### config.mk
export PLATFORM = sky130hd
export DESIGN_NAME = pid_tdm_sched
export DESIGN_NICKNAME = d
export VERILOG_FILES = /design/src/rtl/pid_tdm_pkg.sv /design/src/rtl/pid_fp_mul.sv /design/src/rtl/pid_tdm_sched.sv
export SDC_FILE = /design/constraint.sdc
export NUM_CORES = 1
export LEC_CHECK = 0
export ABC_AREA = 0
export CORE_UTILIZATION = 55
export DETAILED_ROUTE_END_ITERATION = 6
export GPL_TIMING_DRIVEN = 0
export HOLD_SLACK_MARGIN = 0.08
export PLACE_DENSITY = 0.76
export SYNTH_ARGS = -nofsm -noshare
export SYNTH_HDL_FRONTEND = slang
export SYNTH_SLANG_ARGS = --single-unit
### constraint.sdc
create_clock -name clk -period 12.9 [get_ports clk]
set_input_delay 3.225 -clock clk [delete_from_list [all_inputs] [get_ports clk]]
set_output_delay 3.225 -clock clk [all_outputs]
set_load 0.02 [all_outputs]
### src/rtl/pid_tdm_pkg.sv
// Shared types for the time-multiplexed PID scheduler.
// PID_TDM_SCHED_DERIV_EN adds the derivative states MD/MN to the enum.
package pid_tdm_pkg;

  localparam int unsigned FP_W  = 32;
  localparam int unsigned SAT_W = 64;

  typedef logic signed [FP_W-1:0] fp_t;

  typedef enum logic [2:0] {
    S_IDLE = 3'd0,
    S_MP   = 3'd1,
    S_MI   = 3'd2,
`ifdef PID_TDM_SCHED_DERIV_EN
    S_MD   = 3'd3,
    S_MN   = 3'd4,
`endif
    S_UPD  = 3'd5,
    S_OUT  = 3'd6
  } state_t;

  // Symmetric clamp of a W+1-bit sum; callers sign-extend into SAT_W bits.
  function automatic logic signed [SAT_W-1:0] sat_wp1(
    input logic signed [SAT_W-1:0] v,
    input logic signed [SAT_W-1:0] lim
  );
    if (v > lim) return lim;
    if (v < -lim) return -lim;
    return v;
  endfunction

endpackage

### src/rtl/pid_fp_mul.sv
// Combinational signed fixed-point multiply: (a*b) >>> FW, truncated to W bits.
module pid_fp_mul #(
  parameter int unsigned W  = 32,
  parameter int unsigned FW = 16
) (
  input  logic signed [W-1:0] a,
  input  logic signed [W-1:0] b,
  output logic signed [W-1:0] p
);

  logic signed [2*W-1:0] full;

  assign full = a * b;
  assign p    = W'(full >>> FW);

endmodule

### src/rtl/pid_tdm_sched.sv
// NCH-channel PID controller sharing one multiplier, one channel at a time.
// Define PID_TDM_SCHED_DERIV_EN to include the filtered derivative path.
module pid_tdm_sched
  import pid_tdm_pkg::*;
#(
  parameter int unsigned W        = 32,
  parameter int unsigned FW       = 16,
  parameter int unsigned NCH      = 4,
  parameter int unsigned TICK_DIV = 100000,
  parameter logic signed [W-1:0] P_Q    = W'(65536),
  parameter logic signed [W-1:0] I_Q    = W'(256),
  parameter logic signed [W-1:0] D_Q    = '0,
  parameter logic signed [W-1:0] N_Q    = W'(32768),
  parameter logic signed [W-1:0] LIM_Q  = {1'b0, {(W-1){1'b1}}},
  parameter logic signed [W-1:0] DLIM_Q = {1'b0, {(W-1){1'b1}}}
) (
  input  logic                    clk,
  input  logic                    rst,
  input  logic                    en,
  input  logic [NCH*W-1:0]        in_data,
  output logic signed [W-1:0]     out_data,
  output logic [$clog2(NCH)-1:0]  out_ch,
  output logic                    out_valid,
  input  logic                    out_ready,
  output logic                    overrun
);

  localparam int unsigned CW = $clog2(NCH);
  localparam int unsigned TW = $clog2(TICK_DIV);

  typedef logic signed [W-1:0] word_t;

  state_t         state, nxt;
  logic [TW-1:0]  cnt;
  logic           tick;
  logic [CW-1:0]  ch;
  logic           last;

  word_t snap   [NCH];
  word_t xi_acc [NCH];
  word_t x, xp, xi, xnd;
  word_t mul_a, mul_b, prod;
  logic signed [W:0] isum;
  word_t xi_sat;

`ifdef PID_TDM_SCHED_DERIV_EN
  word_t dacc [NCH];
  word_t xd;
  logic signed [W:0] dsum;
  word_t d_sat;
`endif

  // Sample-period tick
  assign tick = en && (cnt == TW'(TICK_DIV - 1));

  always_ff @(posedge clk) begin
    if (rst) cnt <= '0;
    else if (en) cnt <= tick ? '0 : cnt + TW'(1);
  end

  assign last      = (ch == CW'(NCH - 1));
  assign out_valid = (state == S_OUT);

  always_ff @(posedge clk) begin
    if (rst) state <= S_IDLE;
    else     state <= nxt;
  end

  always_comb begin
    nxt = state;
    case (state)
      S_IDLE: if (tick) nxt = S_MP;
      S_MP:   nxt = S_MI;
`ifdef PID_TDM_SCHED_DERIV_EN
      S_MI:   nxt = S_MD;
      S_MD:   nxt = S_MN;
      S_MN:   nxt = S_UPD;
`else
      S_MI:   nxt = S_UPD;
`endif
      S_UPD:  nxt = S_OUT;
      S_OUT:  if (out_ready) nxt = last ? S_IDLE : S_MP;
      default: nxt = S_IDLE;
    endcase
  end

  // Snapshot only on an accepted tick so overruns leave it untouched
  always_ff @(posedge clk) begin
    if (state == S_IDLE && tick) begin
      for (int unsigned i = 0; i < NCH; i++) snap[i] <= in_data[i*W +: W];
    end
  end

  assign x = snap[ch];

  always_comb begin
    mul_a = x;
    mul_b = P_Q;
    case (state)
      S_MI: mul_b = I_Q;
`ifdef PID_TDM_SCHED_DERIV_EN
      S_MD: mul_b = D_Q;
      S_MN: begin
        mul_a = xd - dacc[ch];
        mul_b = N_Q;
      end
`endif
      default: ;
    endcase
  end

  pid_fp_mul #(.W(W), .FW(FW)) u_mul (
    .a (mul_a),
    .b (mul_b),
    .p (prod)
  );

  // One extra bit on the accumulator sums keeps overflow visible to the clamp
  assign isum   = {xi_acc[ch][W-1], xi_acc[ch]} + {xi[W-1], xi};
  assign xi_sat = W'(sat_wp1(SAT_W'(isum), SAT_W'(LIM_Q)));

`ifdef PID_TDM_SCHED_DERIV_EN
  assign dsum  = {dacc[ch][W-1], dacc[ch]} + {xnd[W-1], xnd};
  assign d_sat = W'(sat_wp1(SAT_W'(dsum), SAT_W'(DLIM_Q)));

  always_ff @(posedge clk) begin
    if (rst) begin
      for (int unsigned i = 0; i < NCH; i++) dacc[i] <= '0;
      xd  <= '0;
      xnd <= '0;
    end else begin
      if (state == S_MD) xd <= prod;
      if (state == S_MN) xnd <= prod;
      if (state == S_UPD) dacc[ch] <= d_sat;
    end
  end
`else
  assign xnd = '0;
`endif

  always_ff @(posedge clk) begin
    if (rst) begin
      for (int unsigned i = 0; i < NCH; i++) xi_acc[i] <= '0;
      ch       <= '0;
      xp       <= '0;
      xi       <= '0;
      out_data <= '0;
      out_ch   <= '0;
      overrun  <= 1'b0;
    end else begin
      if (tick && state != S_IDLE) overrun <= 1'b1;
      case (state)
        S_IDLE: if (tick) ch <= '0;
        S_MP:   xp <= prod;
        S_MI:   xi <= prod;
        S_UPD: begin
          xi_acc[ch] <= xi_sat;
          out_data   <= xp + xi_acc[ch] + xnd;
          out_ch     <= ch;
        end
        S_OUT:  if (out_ready && !last) ch <= ch + CW'(1);
        default: ;
      endcase
    end
  end

endmodule

Word level (Yosys, flattened, before mapping)
Memory sizes are Yosys's and may differ from the RTL's. A register that Yosys moved wholly into a read port is not among the register bits.
Cells that the tools add are included.

operators by class
  add/sub/neg operators = 4
  multipliers = 1
  magnitude comparators = 2
  eq/ne operators = 9
  mux-type cells = 30
  reduce and logical (&&, ||, !) cells = 11

operators by type and width
  operator               count
  $mux 32                5
  $mul 32x18->48         1
  $mux 17                2
  $add 32x32->33         1
  $gt 33x32->1 const B   1
  $lt 33x32->1 const B   1
  $add 32x32->32         1
  $reduce_or 32->1       1
  $add 17x1->17 const B  1
  $eq 17x17->1 const B   1
  $pmux 3 s5             1
  $mux 2                 7
  $mux 1                 12
  $eq 3x3->1 const B     2
  $mux 3                 2
  $logic_and 1x1->1      4
  $ne 2x1->1 const B     2
  $pmux 2 s2             1
  $eq 3x1->1 const B     1
  $eq 3x2->1 const B     1
  $logic_not 3->1        1
  $reduce_and 3->1       1
  $reduce_bool 3->1      1
  $add 2x1->2 const B    1
  other kinds (5)        5

word-level totals
  register bits = 121
  bits in writable memories = 256
  output and inout port bits = 36
  word-level logic and storage cells = 67
  memories kept = 2

memory list
  memory  depth  bits a word  read ports  clocked after Yosys merged registers in  write ports  RTL line             text
  snap    4      32           1           1                                        4            pid_tdm_sched.sv:39  word_t snap [NCH];
  xi_acc  4      32           1           1                                        4            pid_tdm_sched.sv:40  word_t xi_acc [NCH];

Longest topological paths before layout
  depth in word-level cells = 7
  gate-level depth with buffers = 22
  mapped depth without buffers = 19

Hierarchy
From an unflattened synthesis, not the netlist that was laid out.

unflattened totals
  cell total of the unflattened synthesis = 4,700
  area total of the unflattened synthesis = 47,035.1 um2

modules (own cells, without submodules)
  module         instances  cells an instance  area each (um2)  seq. area each (um2)
  pid_fp_mul     1          3,103              28,655.0         0.0
  pid_tdm_sched  1          1,597              18,380.1         10,149.7

Worst setup path after synthesis
OpenSTA, ideal clock, no wires.

  path kind = input-to-reg
  start point = in en
  end point = reg (tool-made name)
  setup time = 132 ps
  data arrival time = 9,604 ps
  setup slack = 3,164 ps
  stages on the path = 6
  cells stage by stage = and3_1 nand4_1 nor2_1 nor2_1 mux2i_1 nor2_1

RTL lines
  what                RTL line             text
  start: declaration  pid_tdm_sched.sv:19  input logic en,

==> summary.txt <==
Routing
  • DR pass1 iterations: 5
  • Vias per inst: approximately 6
  • DRT met1 WL: between 20000 and 25000 µm
  • Detailed-route wire length per cell: between 20 and 25 µm
  • Metal2 WL: 27200 µm
  • DRC errors left: 0
  • DRT antenna net count: 0
  • WL final: between 50000 and 60000 µm
  • Vias after detailed routing: 16200
  • DR top layer: met4
  • DR WL met3: between 4000 and 5000 µm
  • Starting DRT DRC Count: 1536

Clock tree
  • Clk slew on worst S/H paths: 60 ps
  • Post-CTS Hold Fix Bufs: 0
  • Skew-Pair Late Insertion Delay: approximately 570 ps
  • CTS tree: yes
  • Postcts setup bufs: 0
  • # clock sinks: 379
  • CTS buffer count: between 40 and 50
  • Post-cts resize count: 0
  • H-tree levels: 2
  • Clk root buf: clkbuf_16
  • Max clock buf depth: 3

Power and ir drop
  • P_leak: between 9 and 10 nW
  • Peak supply drop: between 0.09 and 0.1 mV
  • Pwr dens: 105 nW/µm²
  • Pwr Total: about 0.0026 W

Placement
  • IO Port Bufs: roughly 170
  • Detailed Place HPWL: roughly 44000 µm
  • Gpl congestion: about 1

Worst hold path
  • Hold path depth: 2
  • Hold crit path type: flip-flop to flip-flop
  • Hold path start: out_data[7]$_SDFFE_PP0N_
  • Hold Crit Endpoint: out_data[7]$_SDFFE_PP0N_

STA
  • Slew Limit Fails: 0
  • Fin. Hold Viols: 0
  • Setup tns final: 0 ps
  • Period utilisation layout: roughly 53%
  • RSZ-0062 raised after global routing: no
  • Final setup viols: 0
  • Tightest Pin Transition: 1160 ps
  • Rel. slew slack: 22.0%
  • Final Skew: around 16 ps
  • Max Clk Rate: about 150 MHz
  • Crit path time final: a little under 7000 ps

Worst setup path
  • Path depth of the worst reg2reg path: 16
  • Arr. time, crit path: roughly 7000 ps
  • Critical path, cell by cell: buf_2 -> buf_1 -> buf_1 -> mux4_2 -> ha_1 -> buf_2 -> nand3_2 -> o211ai_1 -> a2bb2oi_2 -> a211oi_4 -> nor2_1 -> a311oi_1 -> a2111oi_0 -> and4bb_1 -> a31oi_1 -> nor2_1
  • Crit path launch type: flip-flop
  • RR Endpoint: xi_acc[0][0]$_SDFFCE_PN0P_
  • Crit path capture type: flip-flop
  • Data required time of the worst path: 13190 ps
  • CP max stage cell: a311oi_1
  • Worst path max stage delay: approximately 1000 ps
  • WS Path Type: flip-flop to flip-flop
  • R2r setup slk: just over 6000 ps
  • Critical path peak fanout: 10

Yosys
  • Mean Syn Cell Area: 10.9 µm²
  • FFs w/ async S/R, synth: 0%
  • Syn nets: between 2000 and 2500
  • Synth Flop Type: edfxtp_1
  • Post-Syn Instances: approximately 2000
  • Cell variety after synth: 89
  • Ys Warns: 0
  • Mapped cell area: between 20000 and 25000 µm²
  • Sequential element share of the synthesized area: a little under half
  • EDFF count, synth: approximately 260
  • Seq cells post-synth: about 380

Global route
  • Largest net degree at the start of global routing: 39
  • First-pass GRT wire length: between 80000 and 90000 µm
  • Total GRT Usage: around 30%
  • Vias in the first global route: 16000
  • Initial antenna violation count: 0
  • Grt ovf: 0

Floorplanning
  • Die Area: 39500 µm²
  • Core area: 37800 µm²
  • Die Span Y: 199 µm
  • Io pins: approximately 170
  • Initial core utilization: between 50% and 60%
  • Num rows: 71
  • Chip Width: 199 µm

Job
  • Max capacitance violation total: 0

Final layout
  • Highest-count cells in the layout ignoring fill and taps: edfxtp_1 (256), nand2_1 (204), nor2_1 (203)
  • Commonest non-fill, non-tap cell in the layout: edfxtp_1
  • # diodes: 0
  • Share of layout cells above drive strength 1: between 10% and 20%
  • Core Util, Final: 66.1%
  • Nets@finish: 2480
  • Synth-to-Final Area Change: 17.5%

Outcome
  • Outcome: finished clean
stage by stage:
stage | hold slack (ps) | area [µm²] | setup slack [ps] | std cells
after floorplan | 441 | 21300 | 3160 | 1949
after global placement | 438 | 23600 | 751 | 2626
after detailed placement | 442 | 23700 | 6170 | 2630
after CTS | 461 | 25000 | 6170 | 2703
after global routing | 471 | 25000 | 5720 | 2703
final | 455 | 25000 | 6120 | 2703
critical path, delay by kind of cell (launching register included):
family,cells,cell delay [ps]
muxes,1,680
DFF,1,300
AOI/OAI and AO/OA,6,2480
and+or+nand+nor,4,600
adders and majority gates,1,300
buffers and inverters,4,2100
where the power goes:
group | internal [W] | switching, W
Sequential | 0.00131 | 0.00000612
Combinational | 0.0000694 | 0.0000837
Clock | 0.000671 | 0.000484
state kept, by name (all words and copies together), names as in the netlist, 3 cells and up, named ones only:
signal and cells:
cnt 17, out_data 32, snap 128, state 3, xi 32, xi_acc 128
xp 32
synthesized netlist by cell type (all sizes together) (7+ instances only):
| cell type | n | area [µm²] |
|---|---|---|
| clkbuf | 54 | 204 |
| and3 | 16 | 100 |
| or2 | 7 | 43.8 |
| xor2 | 39 | 342 |
| mux4 | 64 | 1440 |
| nor2 | 236 | 971 |
| edfxtp | 256 | 7690 |
| a211oi | 20 | 163 |
| o21ai | 85 | 429 |
| a21oi | 166 | 831 |
| a31oi | 10 | 62.6 |
| nand4 | 16 | 115 |
| xnor2 | 46 | 403 |
| or3 | 16 | 105 |
| nor2b | 42 | 263 |
| inv | 38 | 143 |
| nor3 | 36 | 236 |
| and4 | 8 | 70.1 |
| o21bai | 12 | 90.1 |
| buf | 31 | 190 |
| a22o | 7 | 61.3 |
| a21o | 34 | 255 |
| nand2 | 208 | 788 |
| nand3 | 34 | 180 |
| ha | 183 | 2290 |
| o31ai | 10 | 80.1 |
| o211ai | 9 | 67.6 |
| o21a | 19 | 150 |
| and2 | 37 | 234 |
| dfxtp | 123 | 2460 |
worst max-delay path by stage:
| stage | end | slack (ps) | cells after the start | startpoint |
|---|---|---|---|---|
| after floorplan | flip-flop | 3160 | 6 | en |
| after global placement | flip-flop | 750 | 7 | en |
| after detailed placement | xi_acc[2][0]$_SDFFCE_PN0P_ | 6170 | 17 | flip-flop |
| after CTS | xi_acc[2][0]$_SDFFCE_PN0P_ | 6170 | 17 | flip-flop |
| after global routing | xi_acc[0][0]$_SDFFCE_PN0P_ | 5720 | 17 | flip-flop |
| final | xi_acc[0][0]$_SDFFCE_PN0P_ | 6120 | 16 | flip-flop |
routing by layer:
layer / track usage (%) / up-vias
met2: 49.5 / 677
li1: - / 7611
met3: 4.78 / 105
met4: 11.7 / 0
met5: 0 / -
met1: 39.8 / 7826
area by class of cell:
class	instances	area, µm²
repair buffers	170	1750
multi-input cells	1446	10600
inverters	39	160
flip-flops and latches	379	10100
clock buffers	54	1160
clock inverters	19	150
plain buffers	85	394
well taps	511	639
fillers	2915	12800
cell families after synthesis:
group           synth area share [%]
xor+xnor                        3.50
compound gates                  12.4
buf+inv                         2.60
flops                           47.7
simple gates                    15.6
other cells                   0.0176
mux                             7.01
fa+ha+maj                       11.2
Note: power is estimated with default switching activity, not from simulation.
